[config.mk]
export PLATFORM = sky130hd
export DESIGN_NAME = rv32v_store_sequencer
export DESIGN_NICKNAME = d
export VERILOG_FILES = /design/src/rtl/rv32v_types_pkg.sv /design/src/rtl/rv32v_store_lane_pack.sv /design/src/rtl/rv32v_store_sequencer.sv
export SDC_FILE = /design/constraint.sdc
export NUM_CORES = 1
export LEC_CHECK = 0
export CORE_MARGIN = 4
export CORE_UTILIZATION = 49
export DETAILED_ROUTE_END_ITERATION = 7
export GPL_TIMING_DRIVEN = 0
export PLACE_DENSITY = 0.88
export SLEW_MARGIN = 20
export SYNTH_ARGS = -nofsm -noshare
export SYNTH_HDL_FRONTEND = slang
export SYNTH_SLANG_ARGS = --single-unit
export TNS_END_PERCENT = 100
[constraint.sdc]
create_clock -name CLK -period 4.6 [get_ports CLK]
set_clock_uncertainty 0.2 [all_clocks]
set_input_delay 0.92 -clock CLK [delete_from_list [all_inputs] [get_ports CLK]]
set_output_delay 0.92 -clock CLK [all_outputs]
set_load 0.005 [all_outputs]
[src/rtl/rv32v_types_pkg.sv]
// rv32v_types_pkg: shared RV32V vector types plus store-sequencer state and sizing.
`default_nettype none

package rv32v_types_pkg;

  localparam int VLENB            = 16;
  localparam int VSTORE_MAX_WORDS = VLENB / 4 + 1;

  typedef logic [VLENB*8-1:0] vreg_t;

  typedef enum logic [2:0] {
    SEW8  = 3'd0,
    SEW16 = 3'd1,
    SEW32 = 3'd2,
    SEW64 = 3'd3
  } vsew_t;

  typedef enum logic [1:0] {
    IDLE = 2'd0,
    REQ  = 2'd1,
    FIN  = 2'd2
  } vstore_state_t;

endpackage

`default_nettype wire

[src/rtl/rv32v_store_lane_pack.sv]
// rv32v_store_lane_pack: maps stream bytes onto the four lanes of output word k.
`default_nettype none

module rv32v_store_lane_pack #(
  parameter int VLENB = 16,
  parameter int TW    = $clog2(VLENB + 1),
  parameter int IW    = $clog2(VLENB)
) (
  input  logic [VLENB*8-1:0] i_vdata,
  input  logic [VLENB-1:0]   i_active,
  input  logic [1:0]         i_off,
  input  logic [TW-1:0]      i_total,
  input  logic [2:0]         i_k,
  output logic [31:0]        o_wdata,
  output logic [3:0]         o_byte_en
);

  int w_b;

  always_comb begin
    o_wdata   = '0;
    o_byte_en = '0;
    w_b       = 0;
    for (int j = 0; j < 4; j++) begin
      // Lane j of word k holds stream byte 4k + j - off; negative means before element 0.
      w_b = 4 * int'(i_k) + j - int'(i_off);
      if ((w_b >= 0) && (w_b < int'(i_total)) && i_active[IW'(w_b)]) begin
        o_byte_en[j]     = 1'b1;
        o_wdata[8*j +: 8] = 8'(i_vdata >> (8 * w_b));
      end
    end
  end

endmodule

`default_nettype wire

[src/rtl/rv32v_store_sequencer.sv]
// rv32v_store_sequencer: unit-stride LMUL1 vector store to 32-bit word writes.
// Optional build macro VSTORE_SKIP_EMPTY_EN suppresses words with no enabled lanes.
`default_nettype none

module rv32v_store_sequencer #(
  parameter int VLENB   = 16,
  parameter int VL_BITS = 5
) (
  input  logic                 CLK,
  input  logic                 nRST,
  input  logic                 start,
  input  logic [31:0]          base_addr,
  input  logic [VL_BITS-1:0]   vl,
  input  logic [2:0]           vsew,
  input  logic                 vm,
  input  logic [VLENB-1:0]     vmask,
  input  logic [VLENB*8-1:0]   vdata,
  output logic                 busy,
  output logic                 done,
  output logic                 error,
  output logic                 mem_wen,
  output logic [31:0]          mem_addr,
  output logic [31:0]          mem_wdata,
  output logic [3:0]           mem_byte_en,
  input  logic                 mem_busy
);

  import rv32v_types_pkg::*;

  localparam int TW   = $clog2(VLENB + 1);
  localparam int IW   = $clog2(VLENB);
  localparam int MAXW = VLENB / 4 + 1;
  localparam int LW   = 4 * MAXW;

  vstore_state_t      r_state, w_state_nxt;
  logic [29:0]        r_waddr;
  logic [1:0]         r_off;
  logic [TW-1:0]      r_total;
  logic [VLENB-1:0]   r_active;
  logic [VLENB*8-1:0] r_data;
  logic [2:0]         r_nwords, r_k, w_k_nxt;
  logic               r_err;

  logic               w_accept, w_illegal, w_wen;
  logic [31:0]        w_span;
  logic [TW-1:0]      w_total;
  logic [2:0]         w_nwords, w_cur, w_nxt;
  logic [VLENB-1:0]   w_active;
  logic [31:0]        w_wdata;
  logic [3:0]         w_byte_en;

  assign w_accept  = (r_state == IDLE) && start;
  assign w_illegal = (vsew >= SEW64);
  assign w_span    = 32'(vl) << vsew[1:0];
  assign w_total   = (w_span > 32'(VLENB)) ? TW'(VLENB) : TW'(w_span);
  assign w_nwords  = 3'((32'(w_total) + 32'(base_addr[1:0]) + 32'd3) >> 2);

  always_comb begin
    w_active = '0;
    for (int b = 0; b < VLENB; b++) begin
      w_active[b] = (b < int'(w_total)) && (vm || vmask[IW'(b >> vsew[1:0])]);
    end
  end

`ifdef VSTORE_SKIP_EMPTY_EN
  logic [LW-1:0] w_lanes;

  // Lowest word index in [from, lim) with any enabled lane, or lim when none remain.
  function automatic logic [2:0] first_live_word(input logic [LW-1:0] lanes,
                                                 input logic [2:0] from,
                                                 input logic [2:0] lim);
    logic [2:0] sel;
    sel = lim;
    for (int i = MAXW - 1; i >= 0; i--) begin
      if ((3'(i) >= from) && (3'(i) < lim) && (|lanes[4*i +: 4])) sel = 3'(i);
    end
    return sel;
  endfunction

  assign w_lanes = {{(LW-VLENB){1'b0}}, r_active} << r_off;
  assign w_cur   = first_live_word(w_lanes, r_k, r_nwords);
  assign w_nxt   = first_live_word(w_lanes, w_cur + 3'd1, r_nwords);
`else
  assign w_cur   = r_k;
  assign w_nxt   = r_k + 3'd1;
`endif

  assign w_wen = (r_state == REQ) && (w_cur < r_nwords);

  always_comb begin
    w_state_nxt = r_state;
    w_k_nxt     = r_k;
    case (r_state)
      IDLE: begin
        if (start) begin
          w_k_nxt     = '0;
          w_state_nxt = ((vl == '0) || w_illegal) ? FIN : REQ;
        end
      end
      REQ: begin
        if (!w_wen) begin
          w_state_nxt = FIN;
        end else if (!mem_busy) begin
          if (w_nxt >= r_nwords) w_state_nxt = FIN;
          else                   w_k_nxt     = w_nxt;
        end
      end
      FIN:     w_state_nxt = IDLE;
      default: w_state_nxt = IDLE;
    endcase
  end

  always_ff @(posedge CLK or negedge nRST) begin
    if (!nRST) begin
      r_state  <= IDLE;
      r_k      <= '0;
      r_waddr  <= '0;
      r_off    <= '0;
      r_total  <= '0;
      r_active <= '0;
      r_data   <= '0;
      r_nwords <= '0;
      r_err    <= 1'b0;
    end else begin
      r_state <= w_state_nxt;
      r_k     <= w_k_nxt;
      if (w_accept) begin
        r_waddr  <= base_addr[31:2];
        r_off    <= base_addr[1:0];
        r_total  <= w_total;
        r_active <= w_active;
        r_data   <= vdata;
        r_nwords <= w_nwords;
        r_err    <= w_illegal;
      end
    end
  end

  rv32v_store_lane_pack #(
    .VLENB (VLENB),
    .TW    (TW),
    .IW    (IW)
  ) u_lane_pack (
    .i_vdata   (r_data),
    .i_active  (r_active),
    .i_off     (r_off),
    .i_total   (r_total),
    .i_k       (w_cur),
    .o_wdata   (w_wdata),
    .o_byte_en (w_byte_en)
  );

  // Bus fields are forced to zero whenever no request is presented.
  assign mem_wen     = w_wen;
  assign mem_addr    = w_wen ? {r_waddr + 30'(w_cur), 2'b00} : 32'd0;
  assign mem_wdata   = w_wen ? w_wdata : 32'd0;
  assign mem_byte_en = w_wen ? w_byte_en : 4'd0;
  assign busy        = (r_state != IDLE);
  assign done        = (r_state == FIN);
  assign error       = (r_state == FIN) && r_err;

endmodule

`default_nettype wire

==> flow_summary.json <==
{
  "drv_cap": 0,
  "synth_top_area_share_pct": 32.1,
  "ys_types": 68,
  "layout-drive-gt1-share_pct": 20.3,
  "min_period_over_period_pct": 101,
  "swShare_pct": 45.7,
  "fin_ws_ns": -0.0382,
  "finalCriticalPeriod_ns": 4.64,
  "viasPerCell": 6.36,
  "r2r_cells": 6,
  "area_growth_syn_to_layout_pct": 33.3,
  "yosysSeqAreaShare_pct": 32.1,
  "grt_max_degree": 104,
  "cts_made_buffers": 17,
  "cp_max_fo": 7,
  "initial_core_util_pct": 49.8,
  "startpoint_type": "register",
  "antenna_cells": 0,
  "cts.path.max_buffers": 2,
  "leakagePower_nw": 8.72,
  "finalSetupViolCount": 7,
  "place_congestion": 1.01,
  "combinationalPowerShare_pct": 66.5,
  "path_cells": "buf_8 -> clkinv_8 -> clkbuf_16 -> buf_4 -> ha_4 -> nand2b_1 -> xnor2_2 -> inv_1 -> ha_1 -> a311oi_4 -> o2111ai_4 -> buf_12 -> nor2_2 -> dlygate4sd2_1",
  "syn_avg_cell_area_um2": 9.53,
  "drtIter0Drc": 1749,
  "grt-busiest-layer": "met2",
  "synth_area_um2": 14800,
  "fmax_mhz": 216,
  "ys_top_cells_by_area": "dfrtp_1, mux4_2, nand2_1",
  "place_inst": 2203,
  "status": "finished, violations left",
  "hp-class": "primary input to asynchronous set/reset pin",
  "utilization_pct": 66.4,
  "clkPwrFrac_pct": 10.2,
  "ys_warn_count": 0,
  "drt_pass1_iterations": 5,
  "io_pins": 261,
  "seqPwrFrac_pct": 23.3,
  "dieHeight_um": 182,
  "total_power_mw": 15.3,
  "antenna_found_initial": 0,
  "grtUsageMet3_pct": 7.03,
  "slowest_delay_ns": 0.41,
  "finalInstanceArea_um2": 19700,
  "antenna_left": 0,
  "slowest_stage": "dfrtp_2",
  "worstPathArrival_ns": 3.52,
  "synth_edf_count": 0,
  "core-area_um2": 29700,
  "end_kind": "output pin",
  "htreeDepth": 4,
  "worstPathRequired_ns": 3.48,
  "dieWidth_um": 182,
  "drc": 0,
  "async_flop_share_pct": 100,
  "overflow": 0,
  "switchingPower_mw": 6.98,
  "root_buffer": "clkbuf_16",
  "power_density_nw_per_um2": 774,
  "r2r_end": "r_data[39]",
  "numPortBuffers": 258,
  "totalWireLength_um": 55100,
  "slew_headroom_pct": 26.8,
  "reg2reg_slack_ns": 1.32,
  "grt_use_met1_pct": 40.4,
  "fin_cells": 2284,
  "violations": "negative setup slack",
  "die_area_um2": 33000,
  "insertion_delay_ns": 0.46,
  "tightest_slew_ns": 1.10,
  "clock_sinks": 190,
  "cts.clk_slew.worst_paths_ns": 0.08,
  "rsz0062_at_grt": "yes",
  "layout.nets": 2116,
  "wl_per_cell_um": 24.1,
  "grt_pass1_vias": 14400,
  "ys_ff_latch": 190,
  "dpl_cell_area_um2": 17900,
  "grt_util_all_layers_pct": 32.4,
  "r2r-start": "r_state[0]",
  "grt_util_met2_pct": 54.3,
  "ys.flop_type": "dfrtp_1",
  "fp-row-count": 63,
  "internal-power_mw": 8.29,
  "grt_pass1_wl_um": 83300,
  "vdd_ir_drop_max_uv": 432,
  "cts_tree": "done",
  "final-hold-violation-count": 0,
  "hpwl_um": 40600,
  "finalMaxSlewViolations": 0,
  "setup.worst_path.class": "register to output pin",
  "synth.largest_area_cell": "dfrtp_1",
  "via_count": 14500,
  "syn_inst": 1552
}
## synthesized netlist by cell type, types with 3 or more instances
library cell,count
a2111oi_0,10
a211oi_1,9
a21o_1,6
a21oi_1,29
a31oi_1,6
and2_1,7
and3_1,8
and4_1,3
buf_1,10
buf_2,19
buf_4,10
clkbuf_1,71
dfrtp_1,190
ha_1,44
inv_1,28
mux2_2,21
mux2i_1,79
mux4_1,5
mux4_2,144
nand2_1,558
nand2b_1,8
nand3_1,18
nand4_1,10
nor2_1,67
nor2b_1,26
nor3_1,6
nor4_1,3
nor4b_1,4
o211a_1,3
o211ai_1,7
o21a_1,8
o21ai_0,38
o22a_1,8
o311a_1,10
o31ai_1,6
or2_2,3
or3_1,4
xnor2_1,13
xor2_1,14
## what timing repair did
action	4_1_cts	5_1_grt
pin swaps	14	18
gates resized for setup	193	50
setup buffers	42	10
setup endpoints to repair	39	35
cloned	1	0
hold buffers	0	0
## state kept, by name, summed over array words and instances (netlist names), 2 cells and up
| register | cells |
|---|---|
| r_nwords | 3 |
| r_state | 2 |
| r_off | 2 |
| r_total | 5 |
| r_waddr | 30 |
| r_data | 128 |
| r_k | 3 |
| r_active | 16 |
## routing by layer
metal | routed length, um | vias to the layer above
met2 | 27000 | 1004
met5 | 0 | -
met4 | 2770 | 0
li1 | - | 6180
met1 | 20000 | 7141
met3 | 5380 | 201
## cells by family after synthesis
kind of cell               Yosys count  synth area share, %
muxes                              249                 29.8
adders and majority gates           46                 3.99
DFF                                190                 32.1
xor gates and xnor gates            28                 1.78
AOI/OAI and AO/OA                  160                 7.52
and+or+nand+nor                    737                 20.8
buffers and inverters              141                 3.99
other                                1               0.0253
## metrics by stage
| stage | TNS [ns] | setup WS [ns] | hold slack (ns) |
|---|---|---|---|
| final | -0.120 | -0.0382 | 0.243 |
| after floorplan | 0 | 0.0284 | 0.249 |
| after detailed placement | -38.94 | -1.52 | 0.274 |
| after global routing | -1.03 | -0.124 | 0.302 |
| after global placement | -1006.84 | -5.12 | 0.262 |
| after CTS | -0.0589 | -0.0303 | 0.281 |
## placed cells by master (no fill, tap or decap), types with 20 or more instances in the layout
master           Yosys  layout
mux2i_1             79      79
clkdlybuf4s50_1      0     231
ha_1                44      34
o21ai_0             38      37
clkbuf_1            71      60
buf_2               19      20
buf_4               10      46
nor2_1              67      59
dfrtp_1            190     187
a21oi_1             29      28
mux2_2              21      21
nand2_1            558     558
inv_1               28      24
mux4_2             144     144
## worst max-delay path, delay by kind of cell (launching register included)
kind	cells	cell delay (ns)
XOR/XNOR	1	0.29
AO/OA/AOI/OAI	2	0.55
buffers and inverters	7	1.04
flip-flops	1	0.41
AND/OR/NAND/NOR	2	0.33
adder cells (fa/ha/maj)	2	0.41
## how the worst max path moves through the flow
| stage | slack (ns) | from | to |
|---|---|---|---|
| 5_1_grt | -0.12 | r_off[1] | mem_wdata[16] |
| 2_1_floorplan | 0.03 | r_off[0] | mem_wdata[16] |
| 3_5_place_dp | -1.52 | r_off[0] | mem_wdata[3] |
| 6_report | -0.04 | r_off[1] | mem_wdata[6] |
| 4_1_cts | -0.03 | r_off[1] | mem_wdata[24] |
| 3_3_place_gp | -5.12 | nRST | r_data[120] |
## final cells by class
type                            count  area, um^2
Multi-Input combinational cell   1222        9990
Fill cell                        2224        9990
Sequential cell                   190        4760
Timing Repair Buffer              313        3130
Buffer                            106         616
Tap cell                          390         488
Clock buffer                       17         425
Clock inverter                     15         178
Inverter                           31         139
## power groups by stage
stage	sequential (mW)	clock (mW)	combinational, mW
2_1_floorplan	3.08	0	5.92
3_3_place_gp	3.42	0	8.14
3_5_place_dp	3.48	0	8.34
4_1_cts	3.46	1.56	9.61
5_1_grt	3.60	1.64	10.6
6_report	3.55	1.56	10.2
Note: power is estimated with default switching activity, not from simulation.
